File: config.mk
export PLATFORM = sky130hd
export DESIGN_NAME = local_memory_arbiter
export DESIGN_NICKNAME = d
export VERILOG_FILES = /design/src/rtl/local_memory_arbiter.sv
export SDC_FILE = /design/constraint.sdc
export NUM_CORES = 1
export LEC_CHECK = 0
export BUFFER_PORTS_ARGS = -buffer_cell sky130_fd_sc_hd__buf_2
export CAP_MARGIN = 10
export CORE_AREA = 2 2 109 111
export CTS_BUF_LIST = sky130_fd_sc_hd__clkbuf_8
export CTS_CLUSTER_DIAMETER = 120
export DETAILED_ROUTE_END_ITERATION = 8
export DIE_AREA = 0 0 111 113
export GPL_TIMING_DRIVEN = 0
export SYNTH_ARGS = -nofsm -noshare
export SYNTH_HDL_FRONTEND = slang
export SYNTH_SLANG_ARGS = --single-unit
File: constraint.sdc
create_clock -name i_aclk -period 2.2 [get_ports i_aclk]
set_input_delay 0.11 -clock i_aclk [delete_from_list [all_inputs] [get_ports i_aclk]]
set_output_delay 0.11 -clock i_aclk [all_outputs]
set_load 0.05 [all_outputs]
File: src/rtl/local_memory_arbiter.sv
// Round-robin arbiter sharing one local-memory port between NUM_REQ requesters,
// with bounded bursts per owner and a one-cycle registered read-valid return.
//
// state | meaning
// IDLE  | no owner; next grant comes from the round-robin scan
// BUSY  | r_owner was granted last cycle; may keep the port while its burst allows
module local_memory_arbiter #(
    parameter int NUM_REQ   = 4,
    parameter int SIZE_WORD = 32,
    parameter int SIZE_ADDR = 8,
    parameter int MAX_BURST = 4
) (
    input  logic                           i_aclk,
    input  logic                           i_areset,
    input  logic [NUM_REQ-1:0]             i_req,
    input  logic [NUM_REQ-1:0]             i_we,
    input  logic [NUM_REQ*SIZE_ADDR-1:0]   i_addr,
    input  logic [NUM_REQ*SIZE_WORD-1:0]   i_wdata,
    output logic [NUM_REQ-1:0]             o_gnt,
    output logic [NUM_REQ-1:0]             o_rvalid,
    output logic [SIZE_WORD-1:0]           o_rdata,
    output logic                           o_mem_ce,
    output logic                           o_mem_rden,
    output logic                           o_mem_wren,
    output logic [SIZE_ADDR-1:0]           o_mem_address,
    output logic [SIZE_WORD-1:0]           o_mem_data_in,
    input  logic [SIZE_WORD-1:0]           i_mem_data_out
);

    localparam int IDX_W = $clog2(NUM_REQ);
    localparam int CNT_W = $clog2(MAX_BURST + 1);

    typedef enum logic {
        IDLE = 1'b0,
        BUSY = 1'b1
    } state_t;

    state_t               r_state;
    state_t               w_state_nxt;
    logic [IDX_W-1:0]     r_owner;
    logic [IDX_W-1:0]     w_owner_nxt;
    logic [IDX_W-1:0]     r_last;
    logic [IDX_W-1:0]     w_last_nxt;
    logic [CNT_W-1:0]     r_beat_cnt;
    logic [CNT_W-1:0]     w_beat_cnt_nxt;
    logic [NUM_REQ-1:0]   r_rvalid;
    logic [NUM_REQ-1:0]   w_gnt;
    logic [NUM_REQ-1:0]   w_owner_mask;
    logic [IDX_W-1:0]     w_gidx;
    logic [IDX_W-1:0]     w_sel;
    logic                 w_gvld;
    logic                 w_others;
    logic                 w_keep;

    function automatic logic [IDX_W-1:0] wrap_add(input logic [IDX_W-1:0] base, input int off);
        int sum;
        sum = int'(base) + off;
        if (sum >= NUM_REQ) sum = sum - NUM_REQ;
        return IDX_W'(sum);
    endfunction

    // Owner keeps the port until its burst is used up, unless nobody else is waiting.
    always_comb begin
        w_owner_mask          = '0;
        w_owner_mask[r_owner] = 1'b1;
        w_others = |(i_req & ~w_owner_mask);
        w_keep   = (r_state == BUSY) && i_req[r_owner] &&
                   ((r_beat_cnt < CNT_W'(MAX_BURST)) || !w_others);
        w_gvld   = 1'b0;
        w_gidx   = r_owner;
        if (w_keep) begin
            w_gvld = 1'b1;
        end else begin
            for (int k = 1; k <= NUM_REQ; k++) begin
                if (!w_gvld && i_req[wrap_add(r_last, k)]) begin
                    w_gvld = 1'b1;
                    w_gidx = wrap_add(r_last, k);
                end
            end
        end
        if (i_areset) w_gvld = 1'b0;
        w_gnt = '0;
        if (w_gvld) w_gnt[w_gidx] = 1'b1;
    end

    // Slice 0 is selected when idle so the address/data bus does not toggle.
    assign w_sel         = w_gvld ? w_gidx : '0;
    assign o_gnt         = w_gnt;
    assign o_mem_ce      = w_gvld;
    assign o_mem_wren    = w_gvld &  i_we[w_sel];
    assign o_mem_rden    = w_gvld & ~i_we[w_sel];
    assign o_mem_address = i_addr[w_sel*SIZE_ADDR +: SIZE_ADDR];
    assign o_mem_data_in = i_wdata[w_sel*SIZE_WORD +: SIZE_WORD];
    assign o_rvalid      = r_rvalid;
    assign o_rdata       = i_mem_data_out;

    always_comb begin
        w_state_nxt    = r_state;
        w_owner_nxt    = r_owner;
        w_last_nxt     = r_last;
        w_beat_cnt_nxt = r_beat_cnt;
        case (r_state)
            IDLE: begin
                if (w_gvld) begin
                    w_state_nxt    = BUSY;
                    w_owner_nxt    = w_gidx;
                    w_last_nxt     = w_gidx;
                    w_beat_cnt_nxt = CNT_W'(1);
                end
            end
            BUSY: begin
                if (!w_gvld) begin
                    w_state_nxt    = IDLE;
                    w_beat_cnt_nxt = '0;
                end else if (w_gidx == r_owner) begin
                    // A full burst with no competition starts a fresh burst.
                    if (r_beat_cnt == CNT_W'(MAX_BURST))
                        w_beat_cnt_nxt = CNT_W'(1);
                    else
                        w_beat_cnt_nxt = r_beat_cnt + CNT_W'(1);
                end else begin
                    w_owner_nxt    = w_gidx;
                    w_last_nxt     = w_gidx;
                    w_beat_cnt_nxt = CNT_W'(1);
                end
            end
            default: begin
                w_state_nxt    = IDLE;
                w_beat_cnt_nxt = '0;
            end
        endcase
    end

    always_ff @(posedge i_aclk) begin
        if (i_areset) begin
            r_state    <= IDLE;
            r_owner    <= '0;
            r_last     <= IDX_W'(NUM_REQ - 1);
            r_beat_cnt <= '0;
            r_rvalid   <= '0;
        end else begin
            r_state    <= w_state_nxt;
            r_owner    <= w_owner_nxt;
            r_last     <= w_last_nxt;
            r_beat_cnt <= w_beat_cnt_nxt;
            r_rvalid   <= w_gnt & ~i_we;
        end
    end

endmodule

### After elaboration in Yosys (flattened, before gate mapping)

Cells that the tools add are included.

* shift operators: 2
* bitwise logic cells: 8
* add/sub/neg operators: 9
* reductions and logical operators: 14
* equal/unequal tests: 5
* $lt $le $gt $ge: 14
* muxes and demuxes: 50

Operators by type and width (count)
* $shiftx A128 B8 Y32: 1
* $mux W2: 17
* $shiftx A32 B6 Y8: 1
* $lt A2 B3 Y1 const B: 7
* $mux W1: 18
* $bmux W1 S2: 6
* $mux W3: 4
* $ge A3 B3 Y1 const B: 3
* $and A4 B4 Y4: 2
* $not A4 Y4: 2
* $sub A2 B1 Y2 const B: 4
* $logic_and A1 B1 Y1: 7
* $add A2 B2 Y3 const B: 2
* $pmux W3 S2: 1
* $add A2 B3 Y4 const B: 1
* $demux W1 S2: 2
* $ge A2 B1 Y1 const B: 2
* $ge A4 B3 Y1 const B: 1
* $logic_not A1 Y1: 4
* $mux W4: 1
* $ne A2 B2 Y1 const B: 2
* $pmux W2 S2: 1
* $reduce_or A4 Y1: 1
* $add A2 B1 Y3 const B: 1
* 9 further kinds: 11

* word-level logic and storage cells: 107
* register bits after elaboration: 12
* output and inout port bits: 83
* input port bits: 202

### Logic depth before layout (Yosys ltp)

* depth after elaboration: 33
* depth in mapped cells: 11
* gate-level depth less buffers: 9

### Worst setup path before layout

OpenSTA, ideal clock, no wires.

* kind: reg-to-output
* from: register r_owner[1]
* to: output o_mem_address[0]
* buffers on the path: 2
* data required time: 2.090 ns
* arrival time: 3.128 ns
* stages on the path, launching flop included: 10
* setup slack: -1.038 ns
* cell sequence: dfxtp_1 > buf_2 > mux4_2 > nand2_1 > a21o_1 > a31o_2 > nand2_4 > buf_4 > mux2i_1 > a211oi_1

* cells in the longest elaborated chain, start to end: 14
* elaborated cells on any way between the ends: 23
* those cells by class: order compare (2); shift (1); mux (12); bitwise (2); reduce/logical (6)

RTL lines
* start, declared: line 40 `logic [IDX_W-1:0] r_owner;`
* start signal, assigned: line 143 `r_owner <= w_owner_nxt;`
* $lt A2 B3 Y1 (implied by the code) or $ge A2 B1 Y1 (tied branches): line 65 `w_owner_mask[r_owner] = 1'b1;`
* $logic_and A1 B1 Y1 (implied by the code): line 65
* $mux W1 (implied by the code): line 65
* $demux W1 S2: line 65
* $not A4 Y4: line 66 `w_others = |(i_req & ~w_owner_mask);`
* $and A4 B4 Y4: line 66
* $reduce_or A4 Y1: line 66
* $logic_not A1 Y1: line 68 `((r_beat_cnt < CNT_W'(MAX_BURST)) || !w_others);`
* $logic_or A1 B1 Y1: line 68
* $logic_and A1 B1 Y1: line 67 `w_keep = (r_state == BUSY) && i_req[r_owner] &&`
* $mux W1: line 71 `if (w_keep) begin`
* $mux W1: line 81 `if (i_areset) w_gvld = 1'b0;`
* $mux W2 *: line 87 `assign w_sel = w_gvld ? w_gidx : '0;`
* $shiftx A32 B6 Y8 *: line 92 `assign o_mem_address = i_addr[w_sel*SIZE_ADDR +: SIZE_ADDR];`
* end, declared: line 25 `output logic [SIZE_ADDR-1:0] o_mem_address,`

Every way passes the cells marked *; elsewhere a longest branch is shown, timed or not. The select of a mux whose other input is x is not followed.

### Worst setup path after layout

* from: register r_owner[1]
* to: output o_mem_data_in[21]

* cells in the longest elaborated chain, start to end: 14
* elaborated cells on any way between the ends: 23
* those cells by class: order compare (2); shift (1); mux (12); bitwise (2); reduce/logical (6)

RTL lines
* $lt A2 B3 Y1 (implied by the code) or $ge A2 B1 Y1 (tied branches): line 65
* $logic_and A1 B1 Y1 (implied by the code): line 65
* $mux W1 (implied by the code): line 65
* $demux W1 S2: line 65
* $not A4 Y4: line 66
* $and A4 B4 Y4: line 66
* $reduce_or A4 Y1: line 66
* $logic_not A1 Y1: line 68
* $logic_or A1 B1 Y1: line 68
* $logic_and A1 B1 Y1: line 67
* $mux W1: line 71
* $mux W1: line 81
* $mux W2 *: line 87
* $shiftx A128 B8 Y32 *: line 93 `assign o_mem_data_in = i_wdata[w_sel*SIZE_WORD +: SIZE_WORD];`
* end, declared: line 26 `output logic [SIZE_WORD-1:0] o_mem_data_in,`

Marked as above.

==> run metrics <==
status finished, violations left; failing checks setup timing; syn_nets ~560; post-synthesis cell area approximately 2500 um2; clk slew on worst S/H paths 50 ps; routed via count roughly 3800; hold wc startpoint i_we[2]; DP Area 4630 um2; clock buffer depth 2; Power Dens Cells 844 nW/um2; share of cells above drive strength 1 0.752; maximum vdd drop between 0.0006 and 0.0007 V; Worst Path Required between 2000 and 2500 ps; min-delay worst type in2reg; Starting DRT DRC Count around 130; synthesized area per cell about 7 um2; fmax about 360 MHz; period utilization 1.27; max cap viols 0; htree depth 1; worst slew pin tran 779 ps; FF+latch count, synth 12; CTS tree yes; final worst slack -590 ps; Critical Path Fanout Max 6; Worst-Skew Late Latency about 240 ps; final setup vio count between 50 and 60; Inserted Clock Buffers 3; vias per inst 4.77; Area contributors post-synth mux2i_1, nor2_1, a211oi_1; Netlist cell types slightly below 60; Crit Path Class reg2out; Leakage between 2 and 3 nW; Syn Inst Count between 300 and 400; clock sinks 12; worst r2r src r_last[1]; RSZ-0062 raised after global routing true; fin nets 859; core area roughly 11000 um2; DRT Pass-1 Iters 5; n_diodes 0; sequential area share after synthesis 0.0957; largest net degree at the start of global routing 11; std cell rows 39; Tot GR Track Use 0.199; CTS Root Cell clkbuf_8; grt ovf 0; Crit. Startpoint r_owner[1]; Fill cells between 1000 and 1500; Synth Flop Type dfxtp_1; Worst setup SP type flop; Worst slew margin 0.476; Top-Level Pins between 200 and 300; port bufs around 250; DR WL/cell 17.1 um; Final Hold Viols 0; initial antenna violation count 0; # DRC 0; hpwl dp between 10000 and 15000 um; max-slew violation count 0; setup tns final -25820 ps; first-pass GRT wire length between 20000 and 25000 um; vias in the first global route around 4000; Arr. time, crit path ~2700 ps; die width 111 um; min cycle time layout roughly 2800 ps; die footprint 12500 um2; Routed Antenna Nets 0; routability congestion estimate from global placement a little over 0.9; Setup Skew approximately 1.3 ps; final instance area between 5000 and 6000 um2; Initial Utilization 0.223; Synth area leader mux2i_1; Yosys warnings 0; Post-synth EDFFs 0; crit end category output pin; die height between 100 and 150 um; DRT Wirelength around 14000 um; P&R area growth vs syn 139%; Synth top area share 0.167; Post-synth ARST share 0
==> critical path: stages, from the launching register on <==
cell and delay (ps):
dfxtp_2 330, buf_8 110, mux4_2 540, nand2_4 130, a21oi_4 60, a311oi_4 290, buf_6 150, buf_6 100
nor2_4 60, clkbuf_16 180, a211oi_4 280, buf_6 200
==> Yosys cell counts (all sizes together), types with 2 or more instances <==
library cell,number
a211oi,41
a21boi,2
a21oi,8
a311oi,5
a31oi,4
and2,2
and3,2
and3b,2
buf,52
clkbuf,5
dfxtp,12
ha,2
inv,12
mux2,2
mux2i,42
nand2,12
nand2b,6
nand3,7
nand4,2
nor2,92
nor2b,2
nor3,3
nor3b,5
nor4,2
o211ai,3
o21ai,6
o22ai,3
o41ai,2
or2,3
==> where the power goes <==
group / switching (mW) / internal, mW
combinational: 2.55 / 1.97
sequential: 0.0415 / 0.258
clock: 0.0815 / 0.158
==> final cells by class <==
| type | instances | area [um2] | area share |
|---|---|---|---|
| clock buffers | 4 | 55.1 | 0.00919 |
| multi-input cells | 279 | 2870 | 0.479 |
| inverters | 12 | 45.0 | 0.00752 |
| repair buffers | 293 | 2020 | 0.338 |
| flip-flops and latches | 12 | 250 | 0.0418 |
| well taps | 143 | 179 | 0.0299 |
| plain buffers | 54 | 568 | 0.0948 |
==> cells in the final DEF, fill, tap and decap left out, types with 7 or more instances in the layout <==
| cell type | count |
|---|---|
| buf_2 | 210 |
| nor2_4 | 28 |
| nor2_1 | 36 |
| nor2_2 | 29 |
| nand2_1 | 9 |
| buf_4 | 56 |
| mux2i_1 | 35 |
| dfxtp_1 | 8 |
| buf_8 | 12 |
| a211oi_4 | 40 |
| buf_6 | 53 |
| mux2i_2 | 7 |
| inv_1 | 11 |
| clkbuf_16 | 7 |
==> stage by stage <==
step	utilization	std cells	hold slack [ps]	setup slack, ps	power (mW)
after floorplan	-	359	172	-269	3.00
after detailed placement	0.411	754	301	-796	3.73
final	0.531	797	43.0	-590	5.05
after global placement	0.411	754	303	-767	3.69
after CTS	0.509	789	43.6	-575	4.91
after global routing	0.531	797	50.6	-657	5.26
==> kinds of logic after synthesis <==
kind of cell / after synthesis / synth area share
buffers and inverters: 69 / 0.165
DFF: 12 / 0.0957
muxes: 45 / 0.185
AOI/OAI and AO/OA: 88 / 0.286
and+or+nand+nor: 143 / 0.259
adders and majority gates: 2 / 0.00996
==> path summary, 6_finish.rpt <==
kind	end	slack, ps	cells past startpoint
min reg2reg	r_beat_cnt[2]	500	1
max reg2reg	r_owner[0]	-340	11
min	o_rvalid[2]	40	2
max	o_mem_data_in[21]	-590	11
==> state kept, by name (all words and copies together) (netlist names) <==
register / count
r_beat_cnt: 3
r_state: 1
r_owner: 2
r_last: 2
o_rvalid: 4
==> what timing repair did <==
item	CTS	global route
endpoints found under the hold margin	0	0
hold buffers	0	0
cloned	7	1
pin swaps	49	8
resized for setup	209	45
buffers inserted	27	8
endpoints found under the setup margin	55	57
==> routing by layer <==
layer	GRT usage	share of wire	wire length [um]
met2	0.387	0.55	7520
met4	0.0467	0.023	320
met1	0.232	0.37	5050
met3	0.0252	0.057	779
met5	0	0	0
(Power assumes the default switching activity.)
